### src/rtl/ibex_ss_bus_pkg.sv
// rtl/ibex_ss_bus_pkg.sv - shared types and helpers for the simple-system bus arbiter
package ibex_ss_bus_pkg;

    typedef struct packed {
        logic        we;
        logic [3:0]  be;
        logic [31:0] addr;
        logic [31:0] wdata;
    } bus_req_t;

    typedef struct packed {
        logic [31:0] rdata;
        logic        err;
    } bus_rsp_t;

    // Width of an index into n items, never less than one bit.
    function automatic int clog2_min1(input int n);
        return (n <= 2) ? 1 : $clog2(n);
    endfunction

endpackage

### src/rtl/ibex_ss_id_fifo.sv
// rtl/ibex_ss_id_fifo.sv - in-order host-ID queue; push and pop together are legal when full
module ibex_ss_id_fifo
    import ibex_ss_bus_pkg::*;
#(
    parameter int Depth = 2,
    parameter int Width = 1
) (
    input  logic             clk_i,
    input  logic             rst_i,
    input  logic             push_i,
    input  logic             pop_i,
    input  logic [Width-1:0] data_i,
    output logic [Width-1:0] head_o,
    output logic             full_o,
    output logic             empty_o
);
    localparam int PtrW = clog2_min1(Depth);
    localparam int CntW = $clog2(Depth + 1);

    logic [Width-1:0] mem_q [Depth];
    logic [PtrW-1:0]  wr_q, rd_q;
    logic [CntW-1:0]  cnt_q, cnt_d;

    function automatic logic [PtrW-1:0] ptr_inc(input logic [PtrW-1:0] p);
        return (p == PtrW'(Depth - 1)) ? '0 : p + 1'b1;
    endfunction

    assign head_o  = mem_q[rd_q];
    assign full_o  = (cnt_q == CntW'(Depth));
    assign empty_o = (cnt_q == '0);

    always_comb begin
        cnt_d = cnt_q;
        if (push_i && !pop_i) begin
            cnt_d = cnt_q + 1'b1;
        end else if (pop_i && !push_i) begin
            cnt_d = cnt_q - 1'b1;
        end
    end

    always_ff @(posedge clk_i) begin
        if (push_i) begin
            mem_q[wr_q] <= data_i;
        end
    end

    always_ff @(posedge clk_i) begin
        if (rst_i) begin
            wr_q  <= '0;
            rd_q  <= '0;
            cnt_q <= '0;
        end else begin
            if (push_i) wr_q <= ptr_inc(wr_q);
            if (pop_i)  rd_q <= ptr_inc(rd_q);
            cnt_q <= cnt_d;
        end
    end

endmodule

### src/rtl/ibex_simple_system_bus_arb.sv
// rtl/ibex_simple_system_bus_arb.sv - round-robin arbiter sharing one peripheral port among NHosts
// Optional response timeout enabled by defining IBEX_SS_ARB_TIMEOUT_EN.
module ibex_simple_system_bus_arb
    import ibex_ss_bus_pkg::*;
#(
    parameter int NHosts         = 2,
    parameter int MaxOutstanding = 2,
    parameter int TimeoutCycles  = 64
) (
    input  logic                 clk_i,
    input  logic                 rst_i,
    input  logic [NHosts-1:0]    host_req_i,
    input  logic [NHosts-1:0]    host_we_i,
    input  logic [NHosts*4-1:0]  host_be_i,
    input  logic [NHosts*32-1:0] host_addr_i,
    input  logic [NHosts*32-1:0] host_wdata_i,
    output logic [NHosts-1:0]    host_gnt_o,
    output logic [NHosts-1:0]    host_rvalid_o,
    output logic [NHosts*32-1:0] host_rdata_o,
    output logic [NHosts-1:0]    host_err_o,
    output logic                 dev_req_o,
    output logic                 dev_we_o,
    output logic [3:0]           dev_be_o,
    output logic [31:0]          dev_addr_o,
    output logic [31:0]          dev_wdata_o,
    input  logic                 dev_rvalid_i,
    input  logic [31:0]          dev_rdata_i,
    input  logic                 dev_err_i,
    output logic                 spurious_o
);
    localparam int IdW  = clog2_min1(NHosts);
    localparam int TmoW = clog2_min1(TimeoutCycles);

    logic [IdW-1:0] rr_q, rr_d, win, head;
    logic           found, full, empty, issue, pop, pop_rsp, tmo_fire, spurious_q;
    bus_req_t       sel_req;
    bus_rsp_t       rsp;

    always_comb begin
        found = 1'b0;
        win   = '0;
        for (int i = 0; i < NHosts; i++) begin
            if (!found && host_req_i[(int'(rr_q) + i) % NHosts]) begin
                found = 1'b1;
                win   = IdW'((int'(rr_q) + i) % NHosts);
            end
        end
    end

    // A response or timeout popping this cycle frees the slot the new request needs.
    assign pop_rsp = dev_rvalid_i && !empty && !rst_i;
    assign pop     = pop_rsp || tmo_fire;
    assign issue   = found && (!full || pop) && !rst_i;
    assign rr_d    = issue ? ((int'(win) == NHosts - 1) ? '0 : win + 1'b1) : rr_q;

    always_comb begin
        sel_req = '0;
        if (issue) begin
            sel_req.we    = host_we_i[win];
            sel_req.be    = host_be_i[int'(win)*4 +: 4];
            sel_req.addr  = host_addr_i[int'(win)*32 +: 32];
            sel_req.wdata = host_wdata_i[int'(win)*32 +: 32];
        end
    end

    assign dev_req_o   = issue;
    assign dev_we_o    = sel_req.we;
    assign dev_be_o    = sel_req.be;
    assign dev_addr_o  = sel_req.addr;
    assign dev_wdata_o = sel_req.wdata;

    // A timed-out transaction answers with err set and zero data.
    assign rsp.rdata = pop_rsp ? dev_rdata_i : '0;
    assign rsp.err   = pop_rsp ? dev_err_i : tmo_fire;

    always_comb begin
        host_gnt_o    = '0;
        host_rvalid_o = '0;
        host_rdata_o  = '0;
        host_err_o    = '0;
        for (int h = 0; h < NHosts; h++) begin
            host_gnt_o[h] = issue && (win == IdW'(h));
            if (pop && (head == IdW'(h))) begin
                host_rvalid_o[h]        = 1'b1;
                host_rdata_o[h*32 +: 32] = rsp.rdata;
                host_err_o[h]           = rsp.err;
            end
        end
    end

    ibex_ss_id_fifo #(
        .Depth (MaxOutstanding),
        .Width (IdW)
    ) u_id_fifo (
        .clk_i   (clk_i),
        .rst_i   (rst_i),
        .push_i  (issue),
        .pop_i   (pop),
        .data_i  (win),
        .head_o  (head),
        .full_o  (full),
        .empty_o (empty)
    );

`ifdef IBEX_SS_ARB_TIMEOUT_EN
    logic [TmoW-1:0] tmo_q;

    assign tmo_fire = !empty && !dev_rvalid_i && !rst_i && (tmo_q == TmoW'(TimeoutCycles - 1));

    always_ff @(posedge clk_i) begin
        if (rst_i || empty || pop) begin
            tmo_q <= '0;
        end else begin
            tmo_q <= tmo_q + 1'b1;
        end
    end
`else
    logic [TmoW-1:0] tmo_unused;
    assign tmo_unused = '0;
    assign tmo_fire   = 1'b0;
`endif

    always_ff @(posedge clk_i) begin
        if (rst_i) begin
            rr_q       <= '0;
            spurious_q <= 1'b0;
        end else begin
            rr_q <= rr_d;
            if (dev_rvalid_i && empty) begin
                spurious_q <= 1'b1;
            end
        end
    end

    assign spurious_o = spurious_q;

endmodule

### config.mk
export PLATFORM = sky130hd
export DESIGN_NAME = ibex_simple_system_bus_arb
export DESIGN_NICKNAME = d
export VERILOG_FILES = /design/src/rtl/ibex_ss_bus_pkg.sv /design/src/rtl/ibex_ss_id_fifo.sv /design/src/rtl/ibex_simple_system_bus_arb.sv
export SDC_FILE = /design/constraint.sdc
export NUM_CORES = 1
export LEC_CHECK = 0
export ABC_CLOCK_PERIOD_IN_PS = 4880
export BUFFER_PORTS_ARGS = -buffer_cell sky130_fd_sc_hd__buf_2
export CORE_AREA = 2 2 123 125
export DETAILED_ROUTE_END_ITERATION = 8
export DIE_AREA = 0 0 125 127
export GPL_ROUTABILITY_DRIVEN = 0
export HOLD_SLACK_MARGIN = 0.02
export PLACE_DENSITY_LB_ADDON = 0.2
export SETUP_SLACK_MARGIN = 0.1
export SLEW_MARGIN = 20
export SYNTH_ARGS = -nofsm -noshare
export SYNTH_HDL_FRONTEND = slang
export SYNTH_SLANG_ARGS = --single-unit
### constraint.sdc
create_clock -name clk_i -period 4.88 [get_ports clk_i]
set_input_delay 0.244 -clock clk_i [delete_from_list [all_inputs] [get_ports clk_i]]
set_output_delay 0.244 -clock clk_i [all_outputs]
set_load 0.01 [all_outputs]
### Yosys cells after proc, flatten, opt, wreduce, memory -nomap -nowiden

Memory sizes are Yosys's and may differ from the RTL's. A register that Yosys moved wholly into a read port is not among the register bits.
Cells that the tools add are included.

* bits in registers: 6
* memory bits (writable): 2
* input bits: 176
* output and inout bits: 141
* memories: 1

Memories
* u_id_fifo.mem_q: words 2, bits a word 1, rd ports 1, clocked after Yosys merged registers in 1, wr ports 1, line ibex_ss_id_fifo.sv:20 `logic [Width-1:0] mem_q [Depth];`

* $add $sub $neg: 6
* magnitude comparators: 3
* eq/ne operators: 1
* shift-type cells: 3
* multiplexer cells: 29
* bitwise operators: 3
* reduce and logical (&&, ||, !) cells: 21

Operator list (number)
* 64-bit by 7-bit indexed part select with 32-bit output: 2
* 32-bit two-way mux: 3
* 69-bit two-way mux: 1
* 1-bit two-way mux: 23
* 1-bit logical AND: 12
* 8-bit by 4-bit indexed part select with 4-bit output: 1
* 1-bit logical NOT: 6
* 1-bit adder (second input constant): 4
* 1-bit by 2-bit < comparator with 1-bit output (second input constant): 2
* 2-bit two-way mux: 2
* 2-bit by 3-bit < comparator with 1-bit output (second input constant): 1
* 2-bit by 1-bit adder with 2-bit output (second input constant): 1
* 2-bit equality test (second input constant): 1
* 2-bit logical NOT: 1
* 1-bit inverter: 2
* 2-bit nonzero test: 1
* 2-bit by 1-bit subtractor with 2-bit output (second input constant): 1
* 1-bit bitwise AND (first input constant): 1
* 1-bit logical OR: 1

### Longest topological paths before layout

Gate-level depths: netlist (run 1).

* depth after elaboration: 13
* mapped depth: 9

### Modules after synthesis

Synthesis (run 1) repeated with hierarchy kept, for this count alone.

* cells, all modules: 368
* area, all modules: 2567.5 µm²

By module, submodules not included
* ibex_simple_system_bus_arb: times used 1, cells each 343, area an instance 2288.4 µm², sequential area each 40.0 µm²
* ibex_ss_id_fifo: times used 1, cells each 25, area an instance 279.0 µm², sequential area each 160.2 µm²

### Worst setup path after synthesis (run 1)

No wires, ideal clock.

* kind: flip-flop to flip-flop
* start: reg u_id_fifo.cnt_q[0]
* end: reg u_id_fifo.cnt_q[1]
* library setup time: 0.070 ns
* arrival: 1.756 ns
* required time: 4.810 ns
* path slack: 3.055 ns
* stages on the path, launching flop included: 8
* path buffers: 1
* period minus slack after synthesis: 1.825 ns
* path through: dfxtp_1 nor3b_2 or3_1 buf_4 inv_2 ha_1 or3_1 a21oi_1

* longest elaborated chain between the ends: 10
* elaborated cells on any way between the ends: 18
* classes of those cells: add/sub: 2; eq/ne: 1; mux: 2; reduce/logical: 13

Ends and longest elaborated chain
* start: declaration: line ibex_ss_id_fifo.sv:22 `logic [CntW-1:0] cnt_q, cnt_d;`
* start signal: assignment: line ibex_ss_id_fifo.sv:55 `cnt_q <= cnt_d;`
* 2-bit logical NOT: line ibex_ss_id_fifo.sv:30 `assign empty_o = (cnt_q == '0);`
* 1-bit logical NOT: line ibex_simple_system_bus_arb.sv:51 `assign pop_rsp = dev_rvalid_i && !empty && !rst_i;`
* 1-bit logical AND (2 in a row): line ibex_simple_system_bus_arb.sv:51
* 1-bit logical OR (*): line ibex_simple_system_bus_arb.sv:53 `assign issue = found && (!full || pop) && !rst_i;`
* 1-bit logical AND (*) (2 in a row): line ibex_simple_system_bus_arb.sv:53
* named net dev_req_o: line ibex_simple_system_bus_arb.sv:21 `output logic dev_req_o,`
* 1-bit logical NOT: line ibex_ss_id_fifo.sv:36 `end else if (pop_i && !push_i) begin`
* 1-bit logical AND: line ibex_ss_id_fifo.sv:36
* 2-bit nonzero test (no line)

The timed path passes the listed nets; every way through them passes the cells marked *. The select of a mux whose other input is x is not followed.
A chain may end at the register's enable or synchronous reset.

### Final worst setup path (run 1)

* start: reg rr_q
* end: out dev_addr_o[4]

* longest elaborated chain between the ends: 9
* elaborated cells on any way between the ends: 16
* classes of those cells: add/sub: 1; shift: 1; mux: 10; reduce/logical: 4

Ends and longest elaborated chain
* start: declaration: line ibex_simple_system_bus_arb.sv:34 `logic [IdW-1:0] rr_q, rr_d, win, head;`
* start signal: assignment: line ibex_simple_system_bus_arb.sv:128 `rr_q <= rr_d;`
* branches (longest 8 deep; another with 1-bit adder)
* 69-bit two-way mux (*): line ibex_simple_system_bus_arb.sv:58 `if (issue) begin`
* end: declaration: line ibex_simple_system_bus_arb.sv:24 `output logic [31:0] dev_addr_o,`

Every way passes the cells marked *. The select of a mux whose other input is x is not followed.

==> metrics.md, run 1 <==
| Metric | Value |
|---|---|
| Syn-to-layout area delta | 64.1% |
| Most frequent cell after synthesis | o21ai_0 |
| Routed via count | 4049 |
| Reg2reg path depth | 7 |
| Hold depth | 2 |
| Die Ht | 127 um |
| Compound-cell area share of the yosys netlist | 58.4% |
| Final net count | 824 |
| CTS tree | built |
| DR WL/cell | 16.6 um |
| Xor/xnor share of the synthesized area | 0.673% |
| Half-perimeter wire length after placement | 10400 um |
| Crit path max-delay family | buffers and inverters |
| Post-synth top flop | dfxtp_1 |
| Unrepaired setup endpoints after global routing | no |
| Asr flop ratio synth | 0% |
| VDD IR-drop max | 98.8 uV |
| Htree depth | 1 |
| Post-Synthesis Cells | 381 |
| Post-synth EDFFs | 2 |
| Synth Warn # | 0 |
| Max_cap viols | 0 |
| Setup TNS | 0 ns |
| Crit path time final | 2.72 ns |
| Overflow after GRT | 0 |
| Syn nets | 558 |
| CP Launch Type | flip-flop |
| Tcrit/Tclk final | 55.7% |
| GRT Total Usage | 15.9% |
| Clk slew on worst S/H paths | 0.04 ns |
| CP most frequent cell | buf_4 |
| Share of layout cells above drive strength 1 | 62.4% |
| Largest net degree at the start of global routing | 74 |
| IO Pins | 317 |
| Drt pass-1 iters | 4 |
| WP data required | 4.64 ns |
| Yosys reg bits | 9 |
| Final hold viol count | 0 |
| Design area | 4270 um2 |
| Vias in the first global route | 4088 |
| Synth area leader | a21oi_2 |
| Post-route ant nets | 0 |
| Die ar. | 15900 um2 |
| Syn Std Cell Area | 2600 um2 |
| Critical-path cell list | buf_4 -> nor2b_4 -> buf_4 -> o21ai_0 -> a21oi_2 -> buf_2 |
| Rows | 44 |
| Classification of the worst setup path | flip-flop to primary output |
| Initial antenna violation count | 2 |
| Distinct cells, synth | 29 |
| Register area share after synthesis | 7.69% |
| Final Max Slew Viols | 0 |
| Post-synthesis mux area share | 0.817% |
| Hold-fix buffers, CTS | 0 |
| Synth Area in Simple Gates | 19.7% |
| Port buffer count | 316 |
| CP Max Fanout | 71 |
| Achievable Freq | 368 MHz |
| Starting Density | 18.1% |
| Core region area | 14400 um2 |
| Total Power | 0.702 mW |
| Post-DR vias/cell | 4.87 |
| Placed Instance Area | 4180 um2 |
| Pre-CTS setup slack | 1.97 ns |
| Buf+Inv Stages, Crit Path | 3 |
| Post-synthesis adder-cell area fraction | 0.481% |
| Post-CTS setup buffers | 0 |
| Largest family of logic cells by synthesized area | compound AO/OA/AOI/OAI gates |
| Critical Path AT | 2.47 ns |
| Commonest cells in the netlist | 72 x o21ai_0, 70 x o211ai_1, 68 x a21oi_2 |
| CP Capture Type | primary output |
| Synth top area share | 22.9% |
| CP max stage delay | 0.49 ns |
| CTS Root Cell | clkbuf_16 |
| Worst Tran Pin Value | 1.02 ns |
| Run status | complete, no violations |
| First-pass GRT wire length | 20900 um |
| Levels on crit path | 6 |
| Final setup vio count | 0 |
| Die W | 125 um |
| Clock latency on the worst-skew pair | 0.24 ns |
| Post-synthesis average cell area | 6.83 um2 |
| Setup Skew | 0.00122 ns |
| Final setup margin | 2.16 ns |
| Critical path's slowest cell | nor2b_4 |
| Slew HR | 32.0% |
| Clock Path Buffers | 2 |
| PostCTS Resize Cnt | 0 |
| Total wire length | 13800 um |
| Top post-synthesis cells by area | a21oi_2 23%, o211ai_1 20%, and3_1 16% |
| Post-Layout Cell Count | 832 |
| CTS Buf Count | 3 |
| Worst min-delay path class | input pin to flip-flop |
| Num Clock Sinks | 9 |
| Pleak | 2.29 nW |
| # placed instances | 826 |
| Drt initial violations | 152 |
| DRC | 0 |
| PD cells | 164 nW/um2 |
[final timing paths]
kind | startpoint | to | slack [ns]
worst max-delay path | rr_q | dev_addr_o[4] | 2.16
worst max register to register | u_id_fifo.cnt_q[1] | u_id_fifo.cnt_q[1] | 2.34
worst min-delay path | rst_i | flip-flop | 0.29
worst min register to register | spurious_o | spurious_o | 0.49
[routing by layer]
metal | global-route usage (%) | vias up | routed length (um)
met5 | 0 | - | 0
met4 | 3.07 | 0 | 192
met3 | 3.77 | 13 | 1110
met2 | 32.5 | 210 | 7490
met1 | 16.3 | 1847 | 5040
li1 | - | 1979 | -
[placed cells by master, fill, tap and decap left out, drive strengths merged]
master,n
a21oi,73
and2,1
and3,66
buf,321
clkbuf,4
clkinv,1
dfxtp,7
diode,2
edfxtp,2
ha,1
inv,5
mux2,1
mux2i,1
nand2b,1
nor2,10
nor2b,1
nor3b,1
nor4,1
o211ai,70
o21ai,73
o311a,1
or3,3
xor2,2
[final cells by class]
class | count | area, um2
antenna | 2 | 5.00
clock buffer | 4 | 78.8
fill | 1601 | 10200
inverter | 6 | 23.8
multi-input combinational | 306 | 2110
sequential | 9 | 201
tap | 184 | 230
timing repair buffer | 321 | 1620
[through the flow]
| stage | utilization [%] | hold WS, ns |
|---|---|---|
| floorplan | - | 0.385 |
| global placement | 28.9 | 0.475 |
| detailed placement | 29.0 | 0.501 |
| CTS | 29.5 | 0.297 |
| global route | 29.6 | 0.323 |
| finish | 29.6 | 0.290 |
[where the power goes]
group          total (mW)  leakage, nW  switching, mW  internal [mW]
Clock               0.148       0.0382         0.0386          0.109
Combinational       0.455         2.18          0.277          0.178
Sequential         0.0991       0.0770         0.0106         0.0885
[kinds of logic (layout without fill, tap and decap cells)]
| group | count (synthesis) | after routing |
|---|---|---|
| buf+inv | 66 | 331 |
| mux | 2 | 2 |
| compound gates | 217 | 217 |
| fa+ha+maj | 1 | 1 |
| other cells | 0 | 2 |
| xor+xnor | 2 | 2 |
| simple gates | 84 | 84 |
| flops | 9 | 9 |
Note: power is estimated with default switching activity, not from simulation.
==> run 2, diff against run 1 <==
--- a/config.mk
+++ b/config.mk
@@ -5,11 +5,12 @@
 export SDC_FILE = /design/constraint.sdc
 export NUM_CORES = 1
 export LEC_CHECK = 0
-export ABC_CLOCK_PERIOD_IN_PS = 4880
+export ABC_AREA = 1
+export ABC_CLOCK_PERIOD_IN_PS = 2700
 export BUFFER_PORTS_ARGS = -buffer_cell sky130_fd_sc_hd__buf_2
-export CORE_AREA = 2 2 123 125
+export CORE_AREA = 2 2 122 124
 export DETAILED_ROUTE_END_ITERATION = 8
-export DIE_AREA = 0 0 125 127
+export DIE_AREA = 0 0 124 126
 export GPL_ROUTABILITY_DRIVEN = 0
 export HOLD_SLACK_MARGIN = 0.02
 export PLACE_DENSITY_LB_ADDON = 0.2
==> constraint.sdc (replaced) <==
create_clock -name clk_i -period 2.7 [get_ports clk_i]
set_input_delay 0.135 -clock clk_i [delete_from_list [all_inputs] [get_ports clk_i]]
set_output_delay 0.135 -clock clk_i [all_outputs]
set_load 0.01 [all_outputs]
==> run 2 against run 1 <==
Against the previous run:
- via count shrank 15%
- sequential share of layout area grew 0.78 points
- critical path depth unchanged
- total power grew 44%
- clock skew is 0.0021 ns higher
- register-to-register slack worse by 1.3 ns
- sequential power up 61%
- die area is 1.6% lower
- core utilization down 4.2 points
==> metrics.md, run 2 <==
| Metric | Value |
|---|---|
| Worst Tran Pin Value | 0.527 ns (-0.491 ns) |
| Synth area leader | nand2_1 |
| Top post-synthesis cells by area | nand2_1 31%, a21oi_1 20%, nor2_1 16% |
| Crit path time final | 1.94 ns |
| Setup TNS | 0 ns (unchanged) |
| Drt pass-1 iters | 4 (unchanged) |
| Syn-to-layout area delta | 99.5% |
| Hold-fix buffers, CTS | 0 (unchanged) |
| Critical Path AT | 1.81 ns (-0.66 ns) |
| Num Clock Sinks | 9 (unchanged) |
| WP data required | 2.57 ns (-2.07 ns) |
| PostCTS Resize Cnt | 0 (unchanged) |
| Post-route ant nets | 0 (unchanged) |
| Die Ht | 126 um (-0.79%) |
| IO Pins | 317 (unchanged) |
| Tcrit/Tclk final | 72.0% |
| Share of layout cells above drive strength 1 | 47.3% (-15 points) |
| DR WL/cell | 13.2 um (-21%) |
| Worst Hold Slack | 0.148 ns (-0.142 ns) |
| CP Max Fanout | 46 (-35%) |
| DRC | 0 (unchanged) |
| Htree depth | 1 (unchanged) |
| Commonest non-fill, non-tap cell in the layout | buf_2 |
| Commonest cells in the netlist | 152 x nand2_1, 80 x nor2_1, 73 x a21oi_1 |
| Final hold viol count | 0 (unchanged) |
| CTS Buf Count | 3 (unchanged) |
| Die W | 124 um (-0.80%) |
| Post-DR vias/cell | 3.89 (-20%) |
| Clock latency on the worst-skew pair | 0.23 ns (about the same) |
| Classification of the worst setup path | flip-flop to primary output |
| Setup Skew | 0.00333 ns (+0.00211 ns) |
| Final Max Slew Viols | 0 (unchanged) |
| VDD IR-drop max | 196 uV (+99%) |
| Asr flop ratio synth | 0% (unchanged) |
| Most frequent cells in the layout | 316 x buf_2, 150 x nand2_1, 80 x nor2_1 |
| Post-synth top flop | dfxtp_1 |
| Overflow after GRT | 0 (unchanged) |
| Post-Synthesis Cells | 398 (+4.5%) |
| Final setup vio count | 0 (unchanged) |
| Clk slew on worst S/H paths | 0.04 ns (about the same) |
| Register area share after synthesis | 11.0% (+3.3 points) |
| Unrepaired setup endpoints after global routing | no |
| Achievable Freq | 515 MHz |
| Synth Warn # | 0 (unchanged) |
| GRT Total Usage | 13.4% (-2.5 points) |
| Post-synthesis average cell area | 4.59 um2 (-33%) |
| Post-synth EDFFs | 2 (unchanged) |
| Pleak | 2.48 nW (+8.0%) |
| Half-perimeter wire length after placement | 9710 um (-6.4%) |
| Drt initial violations | 68 (-55%) |
| Worst min-delay path class | input pin to flip-flop |
| Largest net degree at the start of global routing | 70 (-5.4%) |
| Port buffer count | 316 (unchanged) |
| First-pass GRT wire length | 16500 um (-21%) |
| Syn nets | 575 (+3.0%) |
| Total wire length | 11700 um (-16%) |
| Run status | complete, no violations |
| Synth top area share | 31.3% (+8.4 points) |
| Initial antenna violation count | 2 (unchanged) |
| CTS tree | built |
| Post-CTS setup buffers | 0 (unchanged) |
| Slew HR | 64.8% (+33 points) |
| Most frequent cell after synthesis | nand2_1 |
| Reg2Reg Setup Slack | 1.08 ns (-1.26 ns) |
| Clock Path Buffers | 2 (unchanged) |
| Distinct cells, synth | 16 (-45%) |
| Max_cap viols | 0 (unchanged) |
| Starting Density | 12.8% (-5.3 points) |
| Syn Std Cell Area | 1830 um2 (-30%) |
| CP Launch Type | flip-flop |
| CTS Root Cell | clkbuf_16 |
| PD cells | 278 nW/um2 (+69%) |
| Final net count | 875 (+6.2%) |
| Rows | 44 (unchanged) |
| CP Capture Type | primary output |
| Vias in the first global route | 3263 (-20%) |
| Die ar. | 15600 um2 (-1.6%) |
| Core region area | 14300 um2 (-0.76%) |
| Yosys reg bits | 9 (unchanged) |
| Routed via count | 3434 (-15%) |
[run 2: changes by cell type after synthesis, sizes merged, moves of 38 or more]
cell    previous run  this run
and3              66         0
o21ai             73         2
nor2              10        81
inv                5        48
nand2              0       152
o211ai            70         0
clkbuf            43         5
[run 2: cells by family after synthesis]
group | synth area share (%)
fa+ha+maj | 0.685
simple gates | 49.3
compound gates | 21.0
flops | 11.0
buf+inv | 18.0
[run 2: worst paths after layout]
kind | start | endpoint | cells after the start
setup / recovery | u_id_fifo.cnt_q[0] | dev_we_o | 6
hold / removal | rst_i | spurious_o | 2
setup reg to reg | u_id_fifo.cnt_q[0] | u_id_fifo.cnt_q[1] | 9
hold reg to reg | spurious_o | spurious_o | 2
[run 2: critical path: stages (launching register included)]
cell and delay, ns:
dfxtp_1 0.31, inv_1 0.10, nand3_1 0.20, nand2_2 0.18
buf_4 0.43, a21oi_1 0.15, buf_2 0.18
[run 2: final cells by class]
class	instances	area [um2]
antenna	2	5.00
clock buffer	4	78.8
fill	1694	10700
inverter	48	180
multi-input combinational	314	1310
sequential	9	200
tap	184	230
timing repair buffer	322	1640
[run 2: power by group]
part,switching (mW),internal [mW],total (mW)
sequential,0.00713,0.153,0.160
combinational,0.340,0.247,0.588
clock,0.0660,0.198,0.264
total,0.413,0.598,1.01
[run 2: through the flow]
step,worst slack (ns),power [mW],std cells,area (um2),utilization [%]
3_3_place_gp,0.934,0.765,877,3560,24.9
4_1_cts,0.726,1.03,881,3640,25.4
2_1_floorplan,0.968,0.467,398,1830,-
3_5_place_dp,0.982,0.759,877,3560,24.9
6_report,0.757,1.01,883,3640,25.4
5_1_grt,0.619,1.10,882,3640,25.4
[run 2: routing by layer]
metal	up-vias	global-route usage, %	routed length, um	share of wire (%)
li1	1803	-	-	-
met1	1443	13.2	4150	36
met2	186	27.8	6320	54
met3	2	3.26	1180	10
met4	0	1.85	27	0.23
met5	-	0	0	0
